$ cat src/rtl/alu16_if.sv
// Operand, control and result bundle for the alu16 core.
// The master drives operands/controls; the ALU (slave) returns the result.
interface alu16_if #(
    parameter int WIDTH = 16
);
    logic [WIDTH-1:0] x;
    logic [WIDTH-1:0] y;
    logic             zx;
    logic             nx;
    logic             zy;
    logic             ny;
    logic             f;
    logic             no;
    logic [WIDTH-1:0] out;
    logic             zr;
    logic             ng;

    modport master (
        output x, y, zx, nx, zy, ny, f, no,
        input  out, zr, ng
    );

    modport slave (
        input  x, y, zx, nx, zy, ny, f, no,
        output out, zr, ng
    );
endinterface

$ cat src/rtl/alu16.sv
// 16-bit zx/nx/zy/ny/f/no ALU with a single registered output stage.
// Flags are computed from the same result word that is captured into out.
module alu16 #(
    parameter int WIDTH = 16
) (
    input  logic  clk,
    input  logic  rst_n,
    alu16_if.slave bus
);
    logic [WIDTH-1:0] xa, xb, ya, yb, r, res;
    logic [WIDTH-1:0] out_d, out_q;
    logic             zr_d, zr_q;
    logic             ng_d, ng_q;

    always_comb begin
        xa = bus.zx ? '0 : bus.x;
        xb = bus.nx ? ~xa : xa;
        ya = bus.zy ? '0 : bus.y;
        yb = bus.ny ? ~ya : ya;
        // carry-out is dropped: the sum wraps silently
        r   = bus.f ? (xb + yb) : (xb & yb);
        res = bus.no ? ~r : r;
    end

    always_comb begin
        out_d = res;
        zr_d  = (res == '0);
        ng_d  = res[WIDTH-1];
    end

    always_ff @(posedge clk or negedge rst_n) begin
        if (!rst_n) begin
            out_q <= '0;
            zr_q  <= 1'b1;
            ng_q  <= 1'b0;
        end else begin
            out_q <= out_d;
            zr_q  <= zr_d;
            ng_q  <= ng_d;
        end
    end

    assign bus.out = out_q;
    assign bus.zr  = zr_q;
    assign bus.ng  = ng_q;
endmodule

$ cat src/flat_wrapper.sv
// flat-port wrapper written by rule: the top's interface ports become plain ports
module alu16_flat 
#(
    parameter int WIDTH = 16
)
  (clk, rst_n, bus_x, bus_y, bus_zx, bus_nx, bus_zy, bus_ny, bus_f, bus_no, bus_out, bus_zr, bus_ng);
  alu16_if #(.WIDTH(WIDTH)) bus_i ();
  input  logic clk;
  input  logic rst_n;
  input wire logic [$bits(bus_i.x)-1:0] bus_x;
  input wire logic [$bits(bus_i.y)-1:0] bus_y;
  input wire logic [$bits(bus_i.zx)-1:0] bus_zx;
  input wire logic [$bits(bus_i.nx)-1:0] bus_nx;
  input wire logic [$bits(bus_i.zy)-1:0] bus_zy;
  input wire logic [$bits(bus_i.ny)-1:0] bus_ny;
  input wire logic [$bits(bus_i.f)-1:0] bus_f;
  input wire logic [$bits(bus_i.no)-1:0] bus_no;
  output wire logic [$bits(bus_i.out)-1:0] bus_out;
  output wire logic [$bits(bus_i.zr)-1:0] bus_zr;
  output wire logic [$bits(bus_i.ng)-1:0] bus_ng;
  assign bus_i.x = bus_x;
  assign bus_i.y = bus_y;
  assign bus_i.zx = bus_zx;
  assign bus_i.nx = bus_nx;
  assign bus_i.zy = bus_zy;
  assign bus_i.ny = bus_ny;
  assign bus_i.f = bus_f;
  assign bus_i.no = bus_no;
  assign bus_out = bus_i.out;
  assign bus_zr = bus_i.zr;
  assign bus_ng = bus_i.ng;
  alu16 #(.WIDTH(WIDTH)) u_core (.clk(clk), .rst_n(rst_n), .bus(bus_i));
endmodule
$ cat config.mk
export PLATFORM = sky130hd
export DESIGN_NAME = alu16_flat
export DESIGN_NICKNAME = d
export VERILOG_FILES = /design/src/rtl/alu16_if.sv /design/src/rtl/alu16.sv /design/src/flat_wrapper.sv
export SDC_FILE = /design/constraint.sdc
export NUM_CORES = 1
export LEC_CHECK = 0
export CAP_MARGIN = 40
export CORE_AREA = 10 10 78 80
export CTS_CLUSTER_DIAMETER = 120
export DETAILED_ROUTE_END_ITERATION = 8
export DIE_AREA = 0 0 88 90
export PLACE_DENSITY = 0.78
export SLEW_MARGIN = 20
export SYNTH_ARGS = -nofsm -noshare
export SYNTH_HDL_FRONTEND = slang
export SYNTH_SLANG_ARGS = --single-unit
$ cat constraint.sdc
create_clock -name clk -period 0.8 [get_ports clk]
set_input_delay 0.08 -clock clk [delete_from_list [all_inputs] [get_ports clk]]
set_output_delay 0.08 -clock clk [all_outputs]
set_load 0.005 [all_outputs]
==> results.py, run 1 <==
metrics = {
    "run_status": {
        "outcome": "finished with violations",
        "failed_checks": "setup timing",
    },
    "clock_network": {
        "cts.clk_slew.worst_paths_ns": 0.06,
        "cts_buffers": 3,
        "htree_levels": 1,
        "clock_path_buffers": 2,
        "postCtsHoldBufs": 0,
        "cts_tree": "done",
        "cts-root-buf": "clkbuf_8",
        "cts.sinks": 17,
    },
    "finish": {
        "antenna_cells": 0,
        "area_growth_pct": 87.3,
        "final_cell_mix": "buf_4 (72), xnor2_1 (29), nand2b_1 (23)",
        "n_fill_cell": 225,
        "nets": 439,
        "finalNonFillerCells": 435,
        "drive_gt1_frac": 0.541,
        "final_common_cell": "buf_4",
    },
    "run": {
        "drv_cap": 0,
    },
    "sta": {
        "slew_violations": 0,
        "timing.final.crit_period_ns": 3.07,
        "slew_headroom": 0.730,
        "rsz0062_at_grt": "true",
        "finalSetupViolations": 26,
        "finalCritPeriodShare": 3.84,
        "fmax_mhz": 326,
        "hold_slack_ns": 0.225,
        "finalHoldViolations": 0,
        "fin_ws_ns": -2.27,
        "worstMarginPinSlew_ns": 0.402,
        "tns_ns": -24.71,
    },
    "pwr": {
        "intPower_mw": 4.18,
        "sequentialPowerShare": 0.168,
        "p_clk_frac": 0.087,
        "sw_frac_of_total": 0.394,
        "p_comb_frac": 0.745,
        "p_leak_nw": 1.82,
        "powerDensity_mw_per_mm2": 1710,
        "vdd_drop_max_mv": 0.811,
        "switchingPower_mw": 2.72,
    },
    "drt": {
        "drcViolationCount": 0,
        "routedWlPerCell_um": 21.8,
        "route.vias.total": 2570,
        "final_antenna_net_count": 0,
        "first_iter_violations": 184,
        "via_per_inst": 5.91,
        "totalWireLength_mm": 9.47,
        "drt_pass1_iterations": 4,
    },
    "logic_synthesis": {
        "synth-seq-area-share": 0.199,
        "synth_ff_type": "dfrtp_1",
        "yosys.cell_types.count": 52,
        "avgSynthCellArea_um2": 8.80,
        "ys_async_sr_fraction": 1.00,
        "synth_top_area_share": 0.196,
        "synth_area_leaders": "xnor2_1 (20%), dfrtp_1 (19%), nand2b_1 (11%)",
        "synth_nets": 301,
        "synth-seq-cells": 17,
        "yosysWarningCount": 0,
        "synth-edff-count": 0,
        "yosys.area.top_type": "xnor2_1",
        "syn-cell-area_mm2": 0.00215,
        "synthCells": 244,
    },
    "place": {
        "place_congestion": 0.931,
        "dpl.cell_count": 408,
        "numPortBuffers": 57,
        "dpl.hpwl_mm": 4.87,
    },
    "floorplanning": {
        "num_rows": 25,
        "die-width_um": 88,
        "die-area_mm2": 0.00792,
        "io_pins": 58,
        "core_area_mm2": 0.00460,
        "die_h_um": 90,
        "start_util": 0.467,
    },
    "critical_path": {
        "crit_path_end_kind": "register",
        "arrival_ns": 3.22,
        "worstPathMaxFanout": 3,
        "worstSetupPathType": "input pin to register",
        "critPathLaunchType": "input pin",
        "cp.required_ns": 0.95,
    },
    "global_routing": {
        "gr-total-overflow": 0,
        "grt_pass1_vias": 2609,
        "grt_use_total": 0.183,
        "grt_antenna_before_repair": 0,
        "grt_max_degree": 11,
        "grt_pass1_wl_mm": 12.1,
    },
    "worst_hold_path": {
        "hold_class": "input pin to async pin",
    },
}
state kept, by name, indices dropped and copies added, names as in the netlist:
register / count
u_core.bus.zr: 1
u_core.bus.ng: 1
u_core.bus.out: 15
what timing repair did:
| item | in CTS | in global routing |
|---|---|---|
| pin swaps | 60 | 39 |
| setup endpoints to repair | 35 | 35 |
| buffers inserted | 20 | 8 |
| resized for setup | 159 | 48 |
per-stage QoR:
| stage | cell area, µm² | util | setup WS, ns | total power, mW |
|---|---|---|---|---|
| floorplan | 2350 | - | -2.00 | 3.24 |
| global placement | 3360 | 0.731 | -2.49 | 4.91 |
| detailed placement | 3360 | 0.731 | -2.64 | 5.06 |
| CTS | 3700 | 0.804 | -1.99 | 5.96 |
| global route | 4020 | 0.875 | -2.38 | 7.26 |
| finish | 4020 | 0.875 | -2.27 | 6.90 |
power groups by stage:
stage / clock [mW] / combinational (mW) / sequential, mW
floorplan: 0 / 2.01 / 1.23
global placement: 0 / 3.74 / 1.17
detailed placement: 0 / 3.87 / 1.19
CTS: 0.616 / 4.18 / 1.16
global route: 0.645 / 5.43 / 1.18
finish: 0.602 / 5.14 / 1.16
Yosys cell counts (all sizes together) (2+ instances only):
| master | count |
|---|---|
| o21ai | 7 |
| inv | 5 |
| and2 | 2 |
| buf | 6 |
| nand2 | 9 |
| ha | 16 |
| a31oi | 4 |
| o211ai | 4 |
| dfrtp | 16 |
| and3 | 3 |
| a31o | 2 |
| or3 | 2 |
| xor2 | 8 |
| nor4b | 2 |
| a211oi | 2 |
| nand3 | 2 |
| or4 | 2 |
| nor2b | 2 |
| a21oi | 12 |
| clkbuf | 8 |
| nor2 | 6 |
| o311ai | 2 |
| nor3 | 3 |
| a311oi | 2 |
| a21o | 4 |
| nand2b | 37 |
| xnor2 | 48 |
| mux2i | 9 |
| nand4 | 3 |
area by class of cell:
cell class,count,area (µm²),share of cell area
flip-flops and latches,17,427,0.106
clock buffers,4,45.0,0.0112
inverters,5,18.8,0.00466
repair buffers,147,1230,0.306
multi-input cells,208,2240,0.556
well taps,54,67.6,0.0168
metal layers:
layer  track usage  part of all wire  wire length [µm]  up-vias
met5             0                 0                 0        -
met4        0.0758             0.059               555        0
met3        0.0316             0.080               759       53
met2         0.340              0.49              4680      144
met1         0.191              0.37              3480     1234
li1              -                 -                 -     1139
worst max-delay path by stage:
| stage | start | cells after the start | endpoint | slack, ns |
|---|---|---|---|---|
| 4_1_cts | bus_zy | 16 | u_core.bus.zr | -1.99 |
| 2_1_floorplan | bus_nx | 12 | u_core.bus.zr | -2.00 |
| 5_1_grt | bus_zy | 15 | u_core.bus.zr | -2.38 |
| 3_3_place_gp | bus_zx | 13 | u_core.bus.zr | -2.49 |
| 6_report | bus_zx | 14 | u_core.bus.zr | -2.27 |
| 3_5_place_dp | bus_zx | 13 | u_core.bus.zr | -2.64 |
worst max-delay path, stage by stage:
cell	delay (ns)
buf_6	0.09
nand2b_4	0.14
xnor2_2	0.14
ha_2	0.22
fa_2	0.41
a211oi_4	0.30
buf_4	0.16
o21ai_2	0.07
xor2_2	0.17
mux2i_2	0.13
nor4b_2	0.34
mux2i_1	0.14
or4_4	0.56
nor4b_4	0.26
cells by family after synthesis:
kind of cell,Yosys count,share of synthesized area
AO/OA/AOI/OAI,46,0.165
XOR/XNOR,56,0.228
adder cells (fa/ha/maj),17,0.103
buffers and inverters,19,0.0373
flip-flops,17,0.199
multiplexers,10,0.0472
AND/OR/NAND/NOR,79,0.221
(Power assumes the default switching activity.)
==> run 2, diff against run 1 <==
--- a/config.mk
+++ b/config.mk
@@ -10,7 +10,7 @@
 export CTS_CLUSTER_DIAMETER = 120
 export DETAILED_ROUTE_END_ITERATION = 8
 export DIE_AREA = 0 0 88 90
-export PLACE_DENSITY = 0.78
+export PLACE_DENSITY_LB_ADDON = 0.3
 export SLEW_MARGIN = 20
 export SYNTH_ARGS = -nofsm -noshare
 export SYNTH_HDL_FRONTEND = slang
==> results.py, run 2 (synthesized netlist as in run 1, its figures left out) <==
metrics = {
    "run_status": {
        "outcome": "finished with violations",
        "failed_checks": "setup timing",
    },
    "drt": {
        "drt_pass1_iterations": 4,
        "drcViolationCount": 0,
        "first_iter_violations": 125,
        "via_per_inst": 5.40,
        "routedWlPerCell_um": 15.7,
        "totalWireLength_mm": 6.62,
        "route.vias.total": 2285,
        "final_antenna_net_count": 0,
    },
    "global_routing": {
        "grt_use_total": 0.152,
        "gr-total-overflow": 0,
        "grt_max_degree": 19,
        "met1_usage": 0.170,
        "grtUsageMet2": 0.279,
        "grt_pass1_vias": 2354,
        "top_usage_layer": "met2",
        "grt_use_met3": 0.0289,
        "grt_antenna_before_repair": 0,
        "grt_pass1_wl_mm": 10.4,
    },
    "pwr": {
        "vdd_drop_max_mv": 0.650,
        "intPower_mw": 3.83,
        "sw_frac_of_total": 0.371,
        "p_leak_nw": 1.66,
        "powerDensity_mw_per_mm2": 1640,
        "sequentialPowerShare": 0.190,
        "switchingPower_mw": 2.26,
        "p_clk_frac": 0.098,
        "p_comb_frac": 0.712,
    },
    "place": {
        "dpl.hpwl_mm": 4.75,
        "numPortBuffers": 57,
        "pre_cts_ws_ns": -2.63,
        "dpl.cell_count": 404,
        "place_congestion": 0.882,
    },
    "floorplanning": {
        "die-width_um": 88,
        "start_util": 0.467,
        "num_rows": 25,
        "core_area_mm2": 0.00460,
        "die_h_um": 90,
        "io_pins": 58,
        "die-area_mm2": 0.00792,
    },
    "critical_path": {
        "critPathLaunchType": "input pin",
        "crit_path_end_kind": "register",
        "worstSetupPathType": "input pin to register",
        "worstPathMaxFanout": 7,
        "arrival_ns": 2.91,
        "critPathLaunch": "bus_zy",
        "cp.required_ns": 0.95,
    },
    "sta": {
        "rsz0062_at_grt": "true",
        "slew_violations": 0,
        "finalSetupViolations": 26,
        "slew_headroom": 0.798,
        "fin_ws_ns": -1.96,
        "finalHoldViolations": 0,
        "finalCritPeriodShare": 3.45,
        "worstMarginPinSlew_ns": 0.294,
        "fmax_mhz": 362,
        "timing.final.crit_period_ns": 2.76,
    },
    "finish": {
        "final_cell_mix": "buf_4 (64), xnor2_1 (37), nand2b_1 (27)",
        "area_growth_pct": 72.7,
        "n_fill_cell": 307,
        "nets": 427,
        "final_common_cell": "buf_4",
        "finalNonFillerCells": 423,
        "antenna_cells": 0,
        "largest_register_ffs": 15,
        "drive_gt1_frac": 0.444,
    },
    "clock_network": {
        "cts_buffers": 3,
        "clock_path_buffers": 2,
        "cts.sinks": 17,
        "htree_levels": 1,
        "cts_tree": "done",
        "cts-root-buf": "clkbuf_8",
        "postCtsHoldBufs": 0,
        "cts.clk_slew.worst_paths_ns": 0.06,
    },
    "worst_hold_path": {
        "hold_class": "input pin to async pin",
    },
    "run": {
        "drv_cap": 0,
    },
}
-- run 2: per-layer routing --
layer	share of wire	vias up
li1	-	1108
met1	0.38	1092
met2	0.54	75
met3	0.069	10
met4	0.014	0
met5	0	-
-- run 2: path summary, 6_finish.rpt --
path / endpoint / slack, ns / depth (start not counted)
min in group clk: u_core.bus.out[0] / 0.58 / 2
max in group asynchronous: u_core.bus.out[13] / 0.43 / 2
min: u_core.bus.out[5] / 0.04 / 1
max: u_core.bus.zr / -1.96 / 14
-- run 2: final cells by class --
type | instances | area (µm²) | share of cell area
clock buffer | 4 | 45.0 | 0.0121
timing repair buffer | 135 | 1120 | 0.302
sequential | 17 | 427 | 0.115
multi-input combinational | 208 | 2030 | 0.547
inverter | 5 | 18.8 | 0.00506
tap | 54 | 67.6 | 0.0182
-- run 2: power groups by stage --
stage               Combinational (mW)  Clock, mW  Sequential (mW)
floorplan                         2.01          0             1.23
global placement                  3.69          0             1.17
detailed placement                3.80          0             1.19
CTS                               3.98      0.621             1.16
global route                      4.67      0.655             1.18
finish                            4.33      0.597             1.16
-- run 2: critical path, stage by stage --
cell and delay [ns]:
buf_6 0.09, buf_6 0.12, nand2b_4 0.16, xnor2_4 0.15, fa_2 0.43, buf_4 0.16, a21o_1 0.20, a21oi_2 0.19
xnor2_1 0.16, mux2i_1 0.12, nor4_1 0.20, a31oi_1 0.08, or4_1 0.54, nor4b_2 0.24
-- run 2: stage by stage --
step	power, mW	util	area, µm²	TNS (ns)	hold slack, ns
floorplan	3.24	-	2350	-19.49	-0.216
global placement	4.86	0.724	3330	-31.72	0.305
detailed placement	4.99	0.724	3330	-32.99	0.309
CTS	5.76	0.778	3580	-20.36	0.0469
global route	6.51	0.807	3710	-23.23	0.0502
finish	6.09	0.807	3710	-21.17	0.0403
-- run 2: repair_timing --
action | in CTS | in global routing
buffers inserted | 16 | 2
gates resized for setup | 146 | 20
endpoints found under the setup margin | 35 | 35
pin swaps | 52 | 9
